--- src/rtl/gpio_cfg_serial_tx.sv ---
// Bit-serial transmitter for the daisy-chained pad configuration blocks.
// Optional chain readback is enabled with `define GPIO_CFG_READBACK_EN.
module gpio_cfg_serial_tx #(
    parameter int unsigned TOTAL_PADS = 38,
    parameter int unsigned CFG_BITS   = 13,
    parameter int unsigned CLK_DIV    = 2
) (
    input  logic                             wb_clk_i,
    input  logic                             wb_rst_i,
    input  logic [TOTAL_PADS*CFG_BITS-1:0]   cfg_data,
    input  logic                             start,
`ifdef GPIO_CFG_READBACK_EN
    input  logic                             serial_return,
    output logic [TOTAL_PADS*CFG_BITS-1:0]   rb_data,
    output logic                             rb_valid,
`endif
    output logic                             busy,
    output logic                             done,
    output logic                             serial_clock,
    output logic                             serial_data,
    output logic                             serial_load
);

    localparam int unsigned NB  = TOTAL_PADS * CFG_BITS;
    localparam int unsigned BCW = $clog2(NB + 1);
    localparam int unsigned PCW = $clog2(CLK_DIV + 1);
    localparam logic [BCW-1:0] BIT_LAST = BCW'(NB);
    localparam logic [PCW-1:0] PH_LAST  = PCW'(CLK_DIV - 1);

    typedef enum logic [2:0] {
        ST_IDLE,
        ST_SHIFT_LO,
        ST_SHIFT_HI,
        ST_LOAD,
        ST_DONE
    } state_e;

    state_e          state_q, state_d;
    logic [PCW-1:0]  phase_q, phase_d;
    logic [BCW-1:0]  bit_q, bit_d;
    logic [NB-1:0]   shreg_q, shreg_d;
    logic            busy_q, busy_d;
    logic            done_q, done_d;
    logic            sclk_q, sclk_d;
    logic            sdata_q, sdata_d;
    logic            load_q, load_d;
    logic            phase_last;
    logic [BCW-1:0]  bit_inc;

`ifdef GPIO_CFG_READBACK_EN
    logic [NB-1:0]   rb_shift_q, rb_shift_d;
    logic [NB-1:0]   rb_data_q, rb_data_d;
    logic            rb_valid_q, rb_valid_d;
`endif

    // Next-state, counters and registered-output values
    always_comb begin
        state_d    = state_q;
        phase_d    = phase_q;
        bit_d      = bit_q;
        shreg_d    = shreg_q;
        phase_last = (phase_q == PH_LAST);
        bit_inc    = bit_q + 1'b1;

        unique case (state_q)
            ST_IDLE: begin
                if (start) begin
                    shreg_d = cfg_data;
                    phase_d = '0;
                    bit_d   = '0;
                    state_d = ST_SHIFT_LO;
                end
            end
            ST_SHIFT_LO: begin
                if (phase_last) begin
                    phase_d = '0;
                    state_d = ST_SHIFT_HI;
                end else begin
                    phase_d = phase_q + 1'b1;
                end
            end
            ST_SHIFT_HI: begin
                if (phase_last) begin
                    phase_d = '0;
                    bit_d   = bit_inc;
                    if (bit_inc == BIT_LAST) begin
                        state_d = ST_LOAD;
                    end else begin
                        shreg_d = shreg_q << 1;
                        state_d = ST_SHIFT_LO;
                    end
                end else begin
                    phase_d = phase_q + 1'b1;
                end
            end
            ST_LOAD: begin
                if (phase_last) begin
                    phase_d = '0;
                    state_d = ST_DONE;
                end else begin
                    phase_d = phase_q + 1'b1;
                end
            end
            ST_DONE: begin
                bit_d   = '0;
                state_d = ST_IDLE;
            end
            default: begin
                state_d = ST_IDLE;
            end
        endcase

        // Outputs follow the next state so they are glitch-free flops
        busy_d  = (state_d == ST_SHIFT_LO) || (state_d == ST_SHIFT_HI) || (state_d == ST_LOAD);
        sclk_d  = (state_d == ST_SHIFT_HI);
        load_d  = (state_d == ST_LOAD);
        done_d  = (state_d == ST_DONE);
        sdata_d = ((state_d == ST_SHIFT_LO) || (state_d == ST_SHIFT_HI)) ? shreg_d[NB-1] : 1'b0;
    end

`ifdef GPIO_CFG_READBACK_EN
    // Chain output is captured on the edge where serial_clock rises
    always_comb begin
        rb_shift_d = rb_shift_q;
        rb_data_d  = rb_data_q;
        rb_valid_d = 1'b0;
        if ((state_q == ST_SHIFT_LO) && phase_last) begin
            rb_shift_d = (rb_shift_q << 1) | NB'(serial_return);
        end
        if (state_d == ST_DONE) begin
            rb_data_d  = rb_shift_q;
            rb_valid_d = 1'b1;
        end
    end

    always_ff @(posedge wb_clk_i) begin
        if (wb_rst_i) begin
            rb_shift_q <= '0;
            rb_data_q  <= '0;
            rb_valid_q <= 1'b0;
        end else begin
            rb_shift_q <= rb_shift_d;
            rb_data_q  <= rb_data_d;
            rb_valid_q <= rb_valid_d;
        end
    end

    assign rb_data  = rb_data_q;
    assign rb_valid = rb_valid_q;
`endif

    always_ff @(posedge wb_clk_i) begin
        if (wb_rst_i) begin
            state_q <= ST_IDLE;
            phase_q <= '0;
            bit_q   <= '0;
            shreg_q <= '0;
            busy_q  <= 1'b0;
            done_q  <= 1'b0;
            sclk_q  <= 1'b0;
            sdata_q <= 1'b0;
            load_q  <= 1'b0;
        end else begin
            state_q <= state_d;
            phase_q <= phase_d;
            bit_q   <= bit_d;
            shreg_q <= shreg_d;
            busy_q  <= busy_d;
            done_q  <= done_d;
            sclk_q  <= sclk_d;
            sdata_q <= sdata_d;
            load_q  <= load_d;
        end
    end

    assign busy         = busy_q;
    assign done         = done_q;
    assign serial_clock = sclk_q;
    assign serial_data  = sdata_q;
    assign serial_load  = load_q;

endmodule

--- config.mk ---
export PLATFORM = sky130hd
export DESIGN_NAME = gpio_cfg_serial_tx
export DESIGN_NICKNAME = d
export VERILOG_FILES = /design/src/rtl/gpio_cfg_serial_tx.sv
export SDC_FILE = /design/constraint.sdc
export NUM_CORES = 1
export LEC_CHECK = 0
export CAP_MARGIN = 20
export CORE_AREA = 2 2 227 229
export DETAILED_ROUTE_END_ITERATION = 8
export DIE_AREA = 0 0 229 231
export GPL_TIMING_DRIVEN = 0
export HOLD_SLACK_MARGIN = 0.02
export PLACE_DENSITY = 0.84
export SETUP_SLACK_MARGIN = 0.05
export SKIP_CTS_REPAIR_TIMING = 1
export SLEW_MARGIN = 10
export SYNTH_ARGS = -nofsm -noshare
export SYNTH_HDL_FRONTEND = slang
export SYNTH_SLANG_ARGS = --single-unit
--- constraint.sdc ---
create_clock -name wb_clk_i -period 2.2 [get_ports wb_clk_i]
set_input_delay 0.22 -clock wb_clk_i [delete_from_list [all_inputs] [get_ports wb_clk_i]]
set_output_delay 0.22 -clock wb_clk_i [all_outputs]
set_load 0.02 [all_outputs]
======== After elaboration in Yosys (flattened, before gate mapping) ========
Index checks and enable logic that the tools add are counted.
cells by class
  add/subtract/negate cells ............... 2
  multipliers ............................. 0
  divide/modulo/power cells ............... 0
  $lt $le $gt $ge ......................... 0
  eq/ne operators ......................... 13
  shift operators ......................... 0
  multiplexer cells ....................... 16
  bitwise logic cells ..................... 1
  reduce and logical (&&, ||, !) cells .... 11
operators with widths
  operator               number
  $mux W494              3
  $pmux W494 S2          1
  $pmux W9 S3            1
  $mux W9                2
  $eq A3 B2 Y1 const B   4
  $mux W3                4
  $pmux W3 S4            1
  $add A9 B1 Y9 const B  1
  $eq A9 B9 Y1 const B   1
  $eq A3 B1 Y1 const B   2
  $eq A3 B3 Y1 const B   2
  $mux W2                3
  $ne A2 B2 Y1 const B   3
  $pmux W2 S2            1
  $reduce_and A4 Y1      1
  $reduce_bool A2 Y1     2
  $logic_not A3 Y1       1
  $reduce_and A3 Y1      1
  $reduce_bool A3 Y1     1
  $reduce_or A3 Y1       1
  $add A2 B1 Y2 const B  1
  $eq A2 B1 Y1 const B   1
  $logic_or A1 B1 Y1     2
  $reduce_and A2 Y1      1
  2 further kinds        2
word-level totals
  flip-flop bits (word level) ............. 513
  latch bits .............................. 0
  memory bits (writable) .................. 0
  ROM bits ................................ 0
  memories ................................ 0

======== Longest topological paths before layout ========
Gate-level depths: netlist of run 1.
  depth after elaboration ................. 9
  depth in mapped cells ................... 10

======== Worst setup path before layout of run 1 ========
No wires, ideal clock.
  path kind ............................... reg-to-reg
  from .................................... register bit_q[0]
  to ...................................... register shreg_q[388]
  library setup time ...................... 0.132 ns
  data arrival time ....................... 2.259 ns
  path slack .............................. -0.191 ns
  stages on the path, launching flop included .. 10
  path buffers ............................ 3
  period minus slack after synthesis ...... 2.391 ns
  cell sequence ........................... dfxtp_1 ha_1 xnor2_1 or4_4 a211o_1 clkbuf_1 buf_2 clkbuf_1 a32oi_1 a21oi_1
between the ends
  cells in the longest elaborated chain, start to end .. 4
RTL lines
  what                         line  text
  start: declaration           40    logic [BCW-1:0] bit_q, bit_d;
  start signal: assignment     166   bit_q <= bit_d;
  $add A9 B1 Y9                63    bit_inc = bit_q + 1'b1;
  $eq A9 B9 Y1                 86    if (bit_inc == BIT_LAST) begin
  $ne A2 B2 Y1 (no line)       n/a
  $reduce_and A4 Y1 (no line)  n/a
  end signal: assignment       167   shreg_q <= shreg_d;
  end: declaration             41    logic [NB-1:0] shreg_q, shreg_d;
No other way between the ends.
A chain may end at the register's enable or synchronous reset.

======== Final worst setup path of run 1 ========
  from .................................... register bit_q[0]
  to ...................................... register shreg_q[155]
Same word-level chain as after synthesis.

==> metrics.md, run 1 <==
| Metric | Value |
|---|---|
| Failing checks | setup timing |
| Die span in x | 229 um |
| Final worst path period share | 113% |
| R2R Setup Slk | -0.28 ns |
| Post-synth EDFFs | 0 |
| Num rows | 83 |
| Fmax | 0.404 GHz |
| RSZ-0062 raised after global routing | true |
| Synth Flop Type | dfxtp_1 |
| Clk Latency, worst-skew pair | slightly above 0.6 ns |
| FFs w/ async S/R, synth | 0% |
| WP data required | 2.67 ns |
| Final setup vio count | 498 |
| Min-delay src | cfg_data[0] |
| Layout Nets | 3546 |
| Hold Path Sink | shreg_q[0]$_SDFFE_PP0P_ |
| Tmin final | 2.48 ns |
| Initial antenna violation count | 17 |
| Clock tree buffer depth | 3 |
| Core Footprint | a little over 50000 um^2 |
| IO Port Bufs | approximately 500 |
| Top-count cell post-synth | dfxtp_1 |
| TritonCTS clock tree | done |
| FF-to-FF End | shreg_q[155]$_SDFFE_PP0P_ |
| Post-synthesis mux area share | 0% |
| LEAKAGE | 10.0 nW |
| Crit path largest cell delay | 0.52 ns |
| Hold/Removal Path Class | in2reg |
| Worst Setup End Kind | flop |
| Status | complete, but fails checks |
| Yosys cell types | 39 |
| Avg WL per Cell | between 20 and 25 um |
| R2R Path Start | bit_q[0]$_SDFFE_PP0P_ |
| CP max-delay cell | or4_4 |
| Vias per inst | roughly 6.7 |
| Hold Vio Cnt, Final | 0 |
| Mapped cell area | 22900 um^2 |
| Mean post-synth cell area | 9.23 um^2 |
| CTS Sinks | 513 |
| Remaining DRCs | 0 |
| Cell mode on critical path | buf_4 |
| Fin util | ~63% |
| Largest family of logic cells by synthesized area | compound AO/OA/AOI/OAI gates |
| Commonest cells post-synth | dfxtp_1 (513), a21oi_1 (505), o211ai_1 (493) |
| Worst Max-Slew Pin Slew | 0.776 ns |
| Pin count of the biggest net entering global routing | 15 |
| Die footprint | 52900 um^2 |
| Synth Register Bits | roughly 510 |
| Yosys warnings | 0 |
| Compound-Gate Fraction of Synth Area | 46.8% |
| Via count | 25355 |
| Worst IR Drop VDD | between 0.8 and 0.9 mV |
| Gate Count Post-Synth | around 2500 |
| Root Driver | clkbuf_16 |
| First-pass GRT wire length | 130000 um |
| H-tree Lvls | 2 |
| Post-Synth Simple-Gate Area | roughly 1.3% |
| Grt total ovfl | 0 |
| Vias in the first global route | 24039 |
| Placement Setup Slack | -0.856 ns |
| Max Clock Skew | around 0.029 ns |
| Routed WL | 85800 um |
| Clk slew on worst S/H paths | around 0.06 ns |
| CTS Buf Count | 55 |
| Setup WS post-layout | -0.275 ns |
| Die H | approximately 230 um |
| Num ports | 502 |
| Routed Antenna Nets | 0 |
| Final slew viol count | 0 |
| Worst-path fanout max | 10 |
| Crit path kind | reg2reg |
| CP arrival | 2.94 ns |
| Final hold slack | 0.209 ns |
| XOR/XNOR Fraction of Synth Area | 0.0764% |
| Critical path startpoint category | flop |
| Number of DRC markers in iteration 0 | 2417 |
| Final setup TNS | -90.84 ns |
| Worst relative slew slack | 48.2% |
| Post-DP HPWL | 59700 um |
| Register area share after synthesis | 44.8% |
| Share of cells above drive strength 1 | between 10% and 20% |
| Yosys top cell by area | dfxtp_1 |
| Initial Util | 45.3% |
| Pwr dens | 724 nW/um^2 |
| Synth-to-Final Area Change | 39.0% |
| Cell chain of the critical path | buf_4, ha_1, nand2_1, or4_4, a211o_1, buf_12, clkbuf_8, buf_4, a32oi_1, a21oi_1 |
| R2r worst-path depth | 10 |
| Total global-route track usage | 30.0% |
| Final RePlAce weighted congestion | 0.922 |
| # Max-Cap Violations | 0 |
| Synthesized-area fraction occupied by adder cells | 0.109% |
| Yosys top cell area share | 44.8% |
| Hold Path Stages | 3 |
| Synth top area cells | dfxtp_1 (45%), a32oi_1 (19%), o211ai_1 (16%) |
| Post-Syn Nets | 2983 |
| Pre-Repair DR Iteration Count | 8 |
-- cell families (layout without fill, tap and decap cells) --
group	after synthesis	count (layout)
compound gates	1516	1516
xor+xnor	2	2
fa+ha+maj	2	2
buf+inv	394	1001
flops	513	513
other cells	0	10
simple gates	57	57
-- metal layers --
metal | wire, um | track usage (%)
met4 | 3590 | 11.9
met5 | 106 | 0
met1 | 32700 | 36.2
met3 | 8380 | 8.18
met2 | 41100 | 50.6
-- critical path: cells and delay by family, from the launching register on --
family / cells / cell delay [ns]
buffers and inverters: 4 / 0.65
and+or+nand+nor: 2 / 0.58
AOI/OAI and AO/OA: 3 / 0.58
DFF: 1 / 0.35
adders and majority gates: 1 / 0.15
-- how the worst max path moves through the flow --
stage / from / endpoint / slack (ns) / depth (start not counted)
finish: bit_q[0]$_SDFFE_PP0P_ / shreg_q[155]$_SDFFE_PP0P_ / -0.28 / 10
global route: state_q[2]$_SDFF_PP0_ / shreg_q[161]$_SDFFE_PP0P_ / -0.41 / 7
CTS: state_q[1]$_SDFF_PP0_ / bit_q[7]$_SDFFE_PP0P_ / -0.68 / 6
detailed placement: start / shreg_q[286]$_SDFFE_PP0P_ / -0.86 / 7
global placement: state_q[1]$_SDFF_PP0_ / bit_q[7]$_SDFFE_PP0P_ / -0.95 / 6
floorplan: bit_q[1]$_SDFFE_PP0P_ / shreg_q[100]$_SDFFE_PP0P_ / 0.04 / 9
-- power by group --
part	switching [mW]	total (mW)	leakage, nW	internal, mW
logic	1.62	3.25	4.86	1.63
registers	0.383	10.3	4.21	9.94
clock network	3.94	9.52	0.921	5.57
-- state kept, by name, indices dropped and copies added, names as in the netlist --
register / flops
shreg_q: 494
bit_q: 9
serial_data: 1
phase_q: 2
done: 1
state_q: 3
serial_load: 1
serial_clock: 1
busy: 1
-- through the flow --
| step | instances | total power, mW | cell area [um^2] |
|---|---|---|---|
| 3_5_place_dp | 3665 | 13.5 | 29100 |
| 3_3_place_gp | 3665 | 13.4 | 29000 |
| 4_1_cts | 3766 | 22.9 | 30900 |
| 2_1_floorplan | 2484 | 12.0 | 23200 |
| 6_report | 3781 | 23.1 | 31900 |
| 5_1_grt | 3779 | 23.8 | 31900 |
-- cell type report --
cell class	instances	area [um^2]
Multi-Input combinational cell	1577	11700
Tap cell	680	851
Clock inverter	20	219
Antenna cell	10	25.0
Buffer	388	2120
Clock buffer	81	1630
Fill cell	4090	18800
Inverter	5	18.8
Timing Repair Buffer	507	5080
Sequential cell	513	10300
-- layout by cell type, fill, tap and decap left out, types with 3 or more instances in the layout --
cell type        count
o21ai_0              4
a21oi_2              4
buf_6               28
bufinv_16            4
a211oi_1             3
o211ai_1           493
nor2_1              19
buf_12               4
clkbuf_8            19
clkbuf_4            18
clkbuf_16           56
a32oi_1            423
nand3b_1             4
diode_2             10
a21o_1               3
clkdlybuf4s50_1    501
nand2_1              8
a21oi_1            501
clkbuf_2            67
buf_2                3
buf_8                4
nand2b_1             3
clkinv_2            13
buf_4               48
inv_1                5
nor3_1               3
a2111oi_0            3
a31oi_1              4
a32oi_2             68
clkbuf_1           226
dfxtp_1            510
Note: power is estimated with default switching activity, not from simulation.
==> inputs of run 2 (changes only) <==
Settings changed: ABC_CLOCK_PERIOD_IN_PS from default to 2200, CORE_AREA 2 2 227 229 to 4 4 229 231, DIE_AREA 0 0 229 231 to 0 0 233 235.
==> metrics.md, run 2 (synthesized netlist as in run 1, its figures left out) <==
| Metric | Value |
|---|---|
| Worst IR Drop VDD | 0.530 mV (was 0.815 mV) |
| Die span in x | 233 um (was 229 um) |
| Max Clock Skew | 0.0141 ns (was 0.0289 ns) |
| WP data required | 2.66 ns (was 2.67 ns) |
| Pin count of the biggest net entering global routing | 14 (was 15) |
| Commonest non-fill, non-tap cell in the layout | dfxtp_1 (unchanged) |
| GR Layer Usage met3 | 7.85% (was 8.18%) |
| Avg WL per Cell | 22.9 um (was 22.7 um) |
| Number of filler cells placed in the layout | 3918 (was 4090) |
| Failing checks | setup timing (unchanged) |
| Met2 usage | 46.0% (was 50.6%) |
| Clock tree buffer depth | 3 (unchanged) |
| Num rows | 82 (was 83) |
| IO Port Bufs | 501 (unchanged) |
| Worst Setup End Kind | flop (unchanged) |
| Total global-route track usage | 28.4% (was 30.0%) |
| Final slew viol count | 0 (unchanged) |
| Worst relative slew slack | 52.3% (was 48.2%) |
| Clk slew on worst S/H paths | 0.06 ns (about the same) |
| Root Driver | clkbuf_16 (unchanged) |
| R2R Path Start | bit_q[1]$_SDFFE_PP0P_ (was bit_q[0]$_SDFFE_PP0P_) |
| Clk Latency, worst-skew pair | 0.59 ns (was 0.62 ns) |
| Gr busiest metal | met2 (unchanged) |
| Hold Path Stages | 3 (unchanged) |
| CTS Sinks | 513 (unchanged) |
| Share of cells above drive strength 1 | 13.5% (was 11.4%) |
| Crit path max-delay family | simple AND/OR/NAND/NOR gates (was buffers and inverters) |
| Crit path kind | reg2reg (unchanged) |
| Synth-to-Final Area Change | 39.6% (was 39.0%) |
| Via count | 25505 (was 25355) |
| Vias per inst | 6.77 (was 6.71) |
| Critical path startpoint category | flop (unchanged) |
| Final worst path period share | 111% (was 113%) |
| Final setup TNS | -84.14 ns (was -90.84 ns) |
| Highest-count cells in the layout ignoring fill and taps | dfxtp_1 (510), clkdlybuf4s50_1 (501), a21oi_1 (495) (was dfxtp_1 (510), a21oi_1 (501), clkdlybuf4s50_1 (501)) |
| R2R Setup Slk | -0.25 ns (was -0.28 ns) |
| Worst-path fanout max | 10 (unchanged) |
| # Max-Cap Violations | 0 (unchanged) |
| H-tree Lvls | 2 (unchanged) |
| Most flops, register | shreg_q (unchanged) |
| Met1 GRT Util | 35.5% (was 36.2%) |
| Core Footprint | 50100 um^2 (was 50700 um^2) |
| Pre-Repair DR Iteration Count | 6 (was 8) |
| CTS Buf Count | 53 (was 55) |
| Worst Max-Slew Pin Slew | 0.715 ns (was 0.776 ns) |
| CP bufs+invs | 3 (was 4) |
| Fmax | 0.409 GHz (was 0.404 GHz) |
| Num ports | 502 (unchanged) |
| Layout Nets | 3543 (was 3546) |
| R2r worst-path depth | 9 (was 10) |
| Hold Vio Cnt, Final | 0 (unchanged) |
| CP arrival | 2.90 ns (was 2.94 ns) |
| Die footprint | 54800 um^2 (was 52900 um^2) |
| Routed Antenna Nets | 0 (unchanged) |
| Cell chain of the critical path | ha_4, nand4_1, or3_4, a211o_1, buf_12, buf_8, buf_4, a32oi_1, a21oi_1 (was buf_4, ha_1, nand2_1, or4_4, a211o_1, buf_12, clkbuf_8, buf_4, a32oi_1, a21oi_1) |
| Final setup vio count | 497 (was 498) |
| Hold/Removal Path Class | in2reg (unchanged) |
| Tmin final | 2.45 ns (was 2.48 ns) |
| Post-route cell area | 32000 um^2 (was 31900 um^2) |
| FF-to-FF End | shreg_q[331]$_SDFFE_PP0P_ (was shreg_q[155]$_SDFFE_PP0P_) |
| Top flop regs | shreg_q: 494 flops, bit_q: 9 flops, state_q: 3 flops (unchanged) |
| RSZ-0062 raised after global routing | true (unchanged) |
| Hold Path Sink | shreg_q[0]$_SDFFE_PP0P_ (unchanged) |
| LEAKAGE | 10.1 nW (was 10.0 nW) |
| Status | complete, but fails checks (unchanged) |
| First-pass GRT wire length | 129000 um (was 130000 um) |
| Post-DP HPWL | 60100 um (was 59700 um) |
| CP max-delay cell | or3_4 (was or4_4) |
| Routed WL | 86300 um (was 85800 um) |
| Vias in the first global route | 24007 (was 24039) |
| Pwr dens | 699 nW/um^2 (was 724 nW/um^2) |
| Die H | 235 um (was 231 um) |
| Final hold slack | 0.211 ns (was 0.209 ns) |
| Fin util | 63.9% (was 62.9%) |
| Remaining DRCs | 0 (unchanged) |
| TritonCTS clock tree | done (unchanged) |
| Crit path largest cell delay | 0.46 ns (was 0.52 ns) |
| Final RePlAce weighted congestion | 0.918 (was 0.922) |
| Setup WS post-layout | -0.247 ns (was -0.275 ns) |
| Min-delay src | cfg_data[0] (unchanged) |
| Placement-stage cell area | 29000 um^2 (was 29100 um^2) |
| Initial Util | 45.8% (was 45.3%) |
| Grt total ovfl | 0 (unchanged) |
| Dpl cells | 3658 (was 3665) |
| Number of DRC markers in iteration 0 | 2435 (was 2417) |
| Max FFs per register | 494 (unchanged) |
| Initial antenna violation count | 28 (was 17) |
| Post-route non-filler standard cell count | 3769 (was 3781) |
## run 2: power by group
group	internal (mW)	total, mW	switching [mW]
clock	4.97	8.73	3.76
sequential	9.94	10.3	0.392
combinational	1.65	3.31	1.66
## run 2: how the worst max path moves through the flow
stage | startpoint | endpoint | slack, ns | depth (start not counted)
floorplan | bit_q[1]$_SDFFE_PP0P_ | shreg_q[100]$_SDFFE_PP0P_ | 0.04 | 9
global placement | state_q[1]$_SDFF_PP0_ | bit_q[7]$_SDFFE_PP0P_ | -0.80 | 6
detailed placement | start | shreg_q[241]$_SDFFE_PP0P_ | -0.88 | 7
CTS | bit_q[1]$_SDFFE_PP0P_ | shreg_q[64]$_SDFFE_PP0P_ | -0.65 | 8
global route | state_q[2]$_SDFF_PP0_ | shreg_q[47]$_SDFFE_PP0P_ | -0.36 | 7
finish | bit_q[1]$_SDFFE_PP0P_ | shreg_q[331]$_SDFFE_PP0P_ | -0.25 | 9
## run 2: cell type report
type / count / area, um^2 / share of cell area [%]
timing repair buffer: 506 / 5070 / 15.9
buffer: 388 / 2140 / 6.68
inverter: 5 / 18.8 / 0.0586
clock buffer: 80 / 1560 / 4.87
tap: 672 / 841 / 2.63
sequential: 513 / 10300 / 32.1
clock inverter: 13 / 95.1 / 0.297
antenna: 15 / 37.5 / 0.117
multi-input combinational: 1577 / 12000 / 37.4
## run 2: metal layers
metal / up-vias / wire length (um)
met4: 24 / 3890
met2: 1421 / 40400
met3: 313 / 8090
met1: 12337 / 33700
li1: 11410 / -
met5: - / 164
## run 2: worst min-delay path, cell delays in order
cell and delay, ns:
clkdlybuf4s50_1 0.41, nand2_1 0.06, a21oi_1 0.06
## run 2: stage by stage
stage	power (mW)	worst slack, ns
final	22.4	-0.247
after global routing	23.1	-0.362
after CTS	22.2	-0.646
after detailed placement	13.5	-0.876
after global placement	13.4	-0.805
after floorplan	12.0	0.0398
